$ cat src/rtl/cdb_arbiter.sv
// Common data bus arbiter: buffers ALU and LSB results in small per-source FIFOs
// and broadcasts one result per cycle on a registered bus, round-robin on ties.
module cdb_arbiter #(
  parameter int ROB_W  = 4,
  parameter int DATA_W = 32,
  parameter int DEPTH  = 2
) (
  input  logic              clk,
  input  logic              rst,
  input  logic              rdy,
  input  logic              clear,
  input  logic              alu_valid,
  input  logic [ROB_W-1:0]  alu_rob_pos,
  input  logic [DATA_W-1:0] alu_val,
  output logic              alu_ready,
  input  logic              lsb_valid,
  input  logic [ROB_W-1:0]  lsb_rob_pos,
  input  logic [DATA_W-1:0] lsb_val,
  output logic              lsb_ready,
  output logic              cdb_valid,
  output logic [ROB_W-1:0]  cdb_rob_pos,
  output logic [DATA_W-1:0] cdb_val,
  output logic              cdb_src
);

  localparam int PW = $clog2(DEPTH);
  localparam int CW = PW + 1;
  localparam logic [CW-1:0] FULL = CW'(DEPTH);

  logic [ROB_W-1:0]  r_alu_rob [DEPTH];
  logic [DATA_W-1:0] r_alu_val [DEPTH];
  logic [ROB_W-1:0]  r_lsb_rob [DEPTH];
  logic [DATA_W-1:0] r_lsb_val [DEPTH];
  logic [PW-1:0]     r_alu_wp, r_alu_rp, r_lsb_wp, r_lsb_rp;
  logic [CW-1:0]     r_alu_cnt, r_lsb_cnt;
  logic              r_rr_last;
  logic              r_cdb_valid;
  logic [ROB_W-1:0]  r_cdb_rob_pos;
  logic [DATA_W-1:0] r_cdb_val;
  logic              r_cdb_src;

  logic w_act;
  logic w_alu_ne, w_lsb_ne;
  logic w_alu_push, w_lsb_push;
  logic w_alu_pop, w_lsb_pop;

  assign w_act     = rdy & ~clear;
  assign w_alu_ne  = (r_alu_cnt != '0);
  assign w_lsb_ne  = (r_lsb_cnt != '0);

  // Ready looks only at the current count, so a same-cycle pop never opens a slot.
  assign alu_ready = rdy & (r_alu_cnt < FULL);
  assign lsb_ready = rdy & (r_lsb_cnt < FULL);

  assign w_alu_push = w_act & alu_valid & alu_ready;
  assign w_lsb_push = w_act & lsb_valid & lsb_ready;

  // r_rr_last holds the source granted on the last tie; the other side wins the next one.
  assign w_alu_pop  = w_act & w_alu_ne & (~w_lsb_ne | r_rr_last);
  assign w_lsb_pop  = w_act & w_lsb_ne & ~w_alu_pop;

  assign cdb_valid   = r_cdb_valid;
  assign cdb_rob_pos = r_cdb_rob_pos;
  assign cdb_val     = r_cdb_val;
  assign cdb_src     = r_cdb_src;

  always_ff @(posedge clk) begin
    if (w_alu_push) begin
      r_alu_rob[r_alu_wp] <= alu_rob_pos;
      r_alu_val[r_alu_wp] <= alu_val;
    end
    if (w_lsb_push) begin
      r_lsb_rob[r_lsb_wp] <= lsb_rob_pos;
      r_lsb_val[r_lsb_wp] <= lsb_val;
    end
  end

  always_ff @(posedge clk or negedge rst) begin
    if (!rst) begin
      r_alu_wp      <= '0;
      r_alu_rp      <= '0;
      r_alu_cnt     <= '0;
      r_lsb_wp      <= '0;
      r_lsb_rp      <= '0;
      r_lsb_cnt     <= '0;
      r_rr_last     <= 1'b1;
      r_cdb_valid   <= 1'b0;
      r_cdb_rob_pos <= '0;
      r_cdb_val     <= '0;
      r_cdb_src     <= 1'b0;
    end else if (rdy) begin
      if (clear) begin
        r_alu_wp    <= '0;
        r_alu_rp    <= '0;
        r_alu_cnt   <= '0;
        r_lsb_wp    <= '0;
        r_lsb_rp    <= '0;
        r_lsb_cnt   <= '0;
        r_rr_last   <= 1'b1;
        r_cdb_valid <= 1'b0;
      end else begin
        if (w_alu_push) r_alu_wp <= r_alu_wp + PW'(1);
        if (w_alu_pop)  r_alu_rp <= r_alu_rp + PW'(1);
        if (w_lsb_push) r_lsb_wp <= r_lsb_wp + PW'(1);
        if (w_lsb_pop)  r_lsb_rp <= r_lsb_rp + PW'(1);
        r_alu_cnt <= r_alu_cnt + CW'(w_alu_push) - CW'(w_alu_pop);
        r_lsb_cnt <= r_lsb_cnt + CW'(w_lsb_push) - CW'(w_lsb_pop);

        if (w_alu_pop) begin
          r_cdb_valid   <= 1'b1;
          r_cdb_rob_pos <= r_alu_rob[r_alu_rp];
          r_cdb_val     <= r_alu_val[r_alu_rp];
          r_cdb_src     <= 1'b0;
        end else if (w_lsb_pop) begin
          r_cdb_valid   <= 1'b1;
          r_cdb_rob_pos <= r_lsb_rob[r_lsb_rp];
          r_cdb_val     <= r_lsb_val[r_lsb_rp];
          r_cdb_src     <= 1'b1;
        end else begin
          r_cdb_valid   <= 1'b0;
        end

        if (w_alu_ne && w_lsb_ne) r_rr_last <= w_lsb_pop;
      end
    end
  end

endmodule
$ cat config.mk
export PLATFORM = sky130hd
export DESIGN_NAME = cdb_arbiter
export DESIGN_NICKNAME = d
export VERILOG_FILES = /design/src/rtl/cdb_arbiter.sv
export SDC_FILE = /design/constraint.sdc
export NUM_CORES = 1
export LEC_CHECK = 0
export CAP_MARGIN = 10
export CORE_ASPECT_RATIO = 1.5
export CORE_MARGIN = 2
export CORE_UTILIZATION = 49
export CTS_BUF_LIST = sky130_fd_sc_hd__clkbuf_4 sky130_fd_sc_hd__clkbuf_8
export DETAILED_ROUTE_END_ITERATION = 12
export PLACE_DENSITY = 0.74
export RECOVER_POWER = 100
export SLEW_MARGIN = 10
export SYNTH_ARGS = -nofsm -noshare
export SYNTH_HDL_FRONTEND = slang
export SYNTH_SLANG_ARGS = --single-unit
$ cat constraint.sdc
create_clock -name clk -period 3.85 [get_ports clk]
set_input_delay 0.77 -clock clk [delete_from_list [all_inputs] [get_ports clk]]
set_output_delay 0.77 -clock clk [all_outputs]
set_load 0.005 [all_outputs]
==> impl_metrics.sql <==
INSERT INTO impl_metrics (metric_group, metric, value, unit) VALUES
('critical_path', 'rr_worst_depth', '4', ''),
('placement', 'dpl.cell_count', '758', ''),
('critical_path', 'critPathArrivalTime', '2.46', 'ns'),
('routing', 'wl_met1', '5520', 'microns'),
('cts', 'cts_inserted_buffers', '17', ''),
('sta', 'final_min_period_over_clock_period', '0.839', ''),
('sta', 'finalSetupTns', '0', 'ns'),
('synthesis', 'post_synth_most_frequent_cells', 'sky130_fd_sc_hd__edfxtp_1, sky130_fd_sc_hd__mux2i_1, sky130_fd_sc_hd__dfrtp_1', ''),
('status', 'failing_checks', 'capacitance limit, slew limit', ''),
('sta', 'timing_max_transition_violations_final', '33', ''),
('synthesis', 'synth_top_area_share', '0.582', ''),
('die', 'initial_core_util', '0.498', ''),
('critical_path', 'endpoint_of_the_worst_slack_reg_to_reg_timing_path', 'cdb_val[17]$_DFFE_PN0P_', ''),
('cts', 'clkSlewWorstSetupHoldPaths', '0.10', 'ns'),
('global_routing', 'pin_count_of_the_biggest_net_entering_global_routing', '39', ''),
('cts', 'post_cts.repair.setup_buffers', '0', ''),
('placement', 'port-buffer-count', '117', ''),
('routing', 'routed.top_layer', 'met4', ''),
('sta', 'worst_clock_skew', '0.0141', 'ns'),
('sta', 'period_needed', '3.23', 'ns'),
('synthesis', 'netlist_instances', '453', ''),
('routing', 'drc', '0', ''),
('power', 'power.density', '563', 'nW/um^2'),
('final_layout', 'drive_gt1_frac', '0.0998', ''),
('synthesis', 'number_of_flops_mapped_to_enable_cells_by_yosys', '144', ''),
('routing', 'number_of_detailed_routing_iterations_run_before_antenna_repair', '5', ''),
('routing', 'routed-via-count', '4115', ''),
('die', 'top_level_ports', '118', ''),
('sta', 'final-setup-viol-count', '0', ''),
('placement', 'pre_cts_ws', '0.572', 'ns'),
('global_routing', 'antenna_found_initial', '3', ''),
('synthesis', 'synth_cell_types', '32', ''),
('critical_path', 'critPathMaxFanout', '15', ''),
('global_routing', 'grt_first_pass_wirelength', '22800', 'microns'),
('routing', 'route.final.wire_length', '14800', 'microns'),
('routing', 'first_iter_violations', '140', ''),
('power', 'leakage', '3.41', 'nW'),
('die', 'die_h', '155', 'microns'),
('placement', 'place_congestion', '0.812', ''),
('status', 'status', 'complete, but fails checks', ''),
('run', 'maxCapViolCount', '1', ''),
('sta', 'max_slew_margin', '-0.265', ''),
('final_layout', 'nNetsFinal', '660', ''),
('sta', 'timing.final.ws_setup', '0.622', 'ns'),
('die', 'placementRows', '55', ''),
('synthesis', 'ys_async_sr_fraction', '0.246', ''),
('critical_path', 'endpoint', 'alu_ready', ''),
('hold_path', 'worstHoldPathType', 'in2async', ''),
('synthesis', 'synth.cell_area', '7430', 'sq um'),
('sta', 'rsz0062_at_grt', 'false', ''),
('cts', 'tritoncts', 'yes', ''),
('synthesis', 'synth_sequential_area_ratio', '0.740', ''),
('synthesis', 'ys_seq_elements', '191', ''),
('cts', 'clock_sinks', '191', ''),
('global_routing', 'globalRouteOverflowTotal', '0', ''),
('placement', 'place.detailed.hpwl', '9870', 'microns'),
('critical_path', 'worst-r2r-setup-slack', '1.49', 'ns'),
('global_routing', 'grtUsageTotal', '0.188', ''),
('synthesis', 'synthesis.area_per_instance', '16.4', 'sq um'),
('critical_path', 'reg2reg_from', 'r_lsb_cnt[0]$_DFFE_PN0P_', ''),
('sta', 'max_slew.worst_pin.slew', '1.90', 'ns'),
('synthesis', 'leading_post_synthesis_cells_by_cell_area', 'sky130_fd_sc_hd__edfxtp_1, sky130_fd_sc_hd__dfrtp_1, sky130_fd_sc_hd__mux2i_1, sky130_fd_sc_hd__mux2_1, sky130_fd_sc_hd__o21ai_1', ''),
('sta', 'hold_viol', '0', ''),
('cts', 'cts_resized', '0', ''),
('routing', 'ant_nets', '0', ''),
('cts', 'htree_levels', '4', ''),
('synthesis', 'yosys_warnings', '0', ''),
('synthesis', 'ys.flop_type', 'sky130_fd_sc_hd__edfxtp_1', ''),
('cts', 'post_cts_hold_buffer_count', '0', ''),
('cts', 'cts-root-to-sink-buffers', '2', ''),
('critical_path', 'timing.critical_path.from_type', 'primary input', '');
critical path: stages:
cell and delay [ns]:
sky130_fd_sc_hd__dlygate4sd3_1 0.52, sky130_fd_sc_hd__clkbuf_1 0.41, sky130_fd_sc_hd__nor2b_1 0.18, sky130_fd_sc_hd__dlygate4sd3_1 0.57
cell usage in the layout, fill, tap and decap left out, types with 2 or more instances in the layout:
master	netlist	final
sky130_fd_sc_hd__clkbuf_8	0	18
sky130_fd_sc_hd__diode_2	0	4
sky130_fd_sc_hd__dfrtp_2	0	2
sky130_fd_sc_hd__clkinv_2	0	2
sky130_fd_sc_hd__clkbuf_4	0	2
sky130_fd_sc_hd__xor2_1	2	2
sky130_fd_sc_hd__nor2_4	0	3
sky130_fd_sc_hd__buf_4	4	6
sky130_fd_sc_hd__inv_1	8	8
sky130_fd_sc_hd__nand2_1	42	42
sky130_fd_sc_hd__nor2b_1	2	3
sky130_fd_sc_hd__dlygate4sd3_1	0	113
sky130_fd_sc_hd__mux2_1	29	29
sky130_fd_sc_hd__nand2b_1	2	2
sky130_fd_sc_hd__a21oi_1	3	3
sky130_fd_sc_hd__nor2_1	8	5
sky130_fd_sc_hd__or2_2	2	2
sky130_fd_sc_hd__ha_1	4	4
sky130_fd_sc_hd__bufinv_16	0	4
sky130_fd_sc_hd__clkdlybuf4s50_1	0	3
sky130_fd_sc_hd__mux2_2	8	8
sky130_fd_sc_hd__dfrtp_1	46	44
sky130_fd_sc_hd__edfxtp_1	144	144
sky130_fd_sc_hd__mux2i_1	72	72
sky130_fd_sc_hd__clkinvlp_4	0	2
sky130_fd_sc_hd__o21ai_0	14	45
sky130_fd_sc_hd__inv_6	0	4
sky130_fd_sc_hd__clkbuf_2	0	2
sky130_fd_sc_hd__nor3b_1	2	2
sky130_fd_sc_hd__clkbuf_1	7	3
worst min-delay path by stage:
| stage | depth (start not counted) | to | slack (ns) | startpoint |
|---|---|---|---|---|
| floorplan | 0 | cdb_rob_pos[0]$_DFFE_PN0P_ | 0.47 | rst |
| global placement | 2 | cdb_rob_pos[1]$_DFFE_PN0P_ | 0.47 | cdb_rob_pos[1]$_DFFE_PN0P_ |
| detailed placement | 2 | cdb_val[25]$_DFFE_PN0P_ | 0.48 | cdb_val[25]$_DFFE_PN0P_ |
| CTS | 1 | r_lsb_cnt[1]$_DFFE_PN0P_ | 0.21 | rst |
| global route | 1 | cdb_rob_pos[2]$_DFFE_PN0P_ | 0.48 | rst |
| finish | 1 | cdb_rob_pos[2]$_DFFE_PN0P_ | 0.41 | rst |
routing by layer:
layer / vias up / global-route usage
met5: - / 0
met4: 0 / 0.0740
met3: 21 / 0.0377
met2: 107 / 0.359
met1: 2051 / 0.202
li1: 1936 / -
sequential cells by signal (all words and copies together), names as in the netlist:
register	flops
r_lsb_val	64
cdb_valid	1
r_alu_rob	8
r_alu_wp	1
r_lsb_cnt	2
cdb_rob_pos	4
r_alu_rp	1
r_rr_last	1
r_alu_cnt	2
r_lsb_rob	8
cdb_val	32
r_alu_val	64
r_lsb_rp	1
cdb_src	1
r_lsb_wp	1
area by class of cell:
class | instances | area [sq um]
Clock inverter | 12 | 180
Antenna cell | 4 | 10.0
Sequential cell | 191 | 5500
Inverter | 8 | 30.0
Multi-Input combinational cell | 233 | 1810
Tap cell | 199 | 249
Timing Repair Buffer | 127 | 1230
Fill cell | 1104 | 5660
Clock buffer | 20 | 263
metrics by stage:
| step | total power, mW | hold slack (ns) | cell area [sq um] | utilization |
|---|---|---|---|---|
| 2_1_floorplan | 3.30 | 0.473 | 7430 | - |
| 3_3_place_gp | 3.93 | 0.466 | 8840 | 0.592 |
| 3_5_place_dp | 3.99 | 0.475 | 8840 | 0.592 |
| 4_1_cts | 5.40 | 0.214 | 9280 | 0.622 |
| 5_1_grt | 5.49 | 0.476 | 9270 | 0.621 |
| 6_report | 5.22 | 0.415 | 9270 | 0.621 |
where the power goes:
part           internal, mW  total (mW)  switching (mW)
clock                 0.746        1.42           0.673
sequential             2.50        2.79           0.291
combinational         0.624        1.02           0.392
cell families after synthesis:
family,synth area share
flip-flops,0.740
multiplexers,0.153
AND/OR/NAND/NOR,0.0367
AO/OA/AOI/OAI,0.0407
buffers and inverters,0.0192
adder cells (fa/ha/maj),0.00673
XOR/XNOR,0.00354
Note: power is estimated with default switching activity, not from simulation.
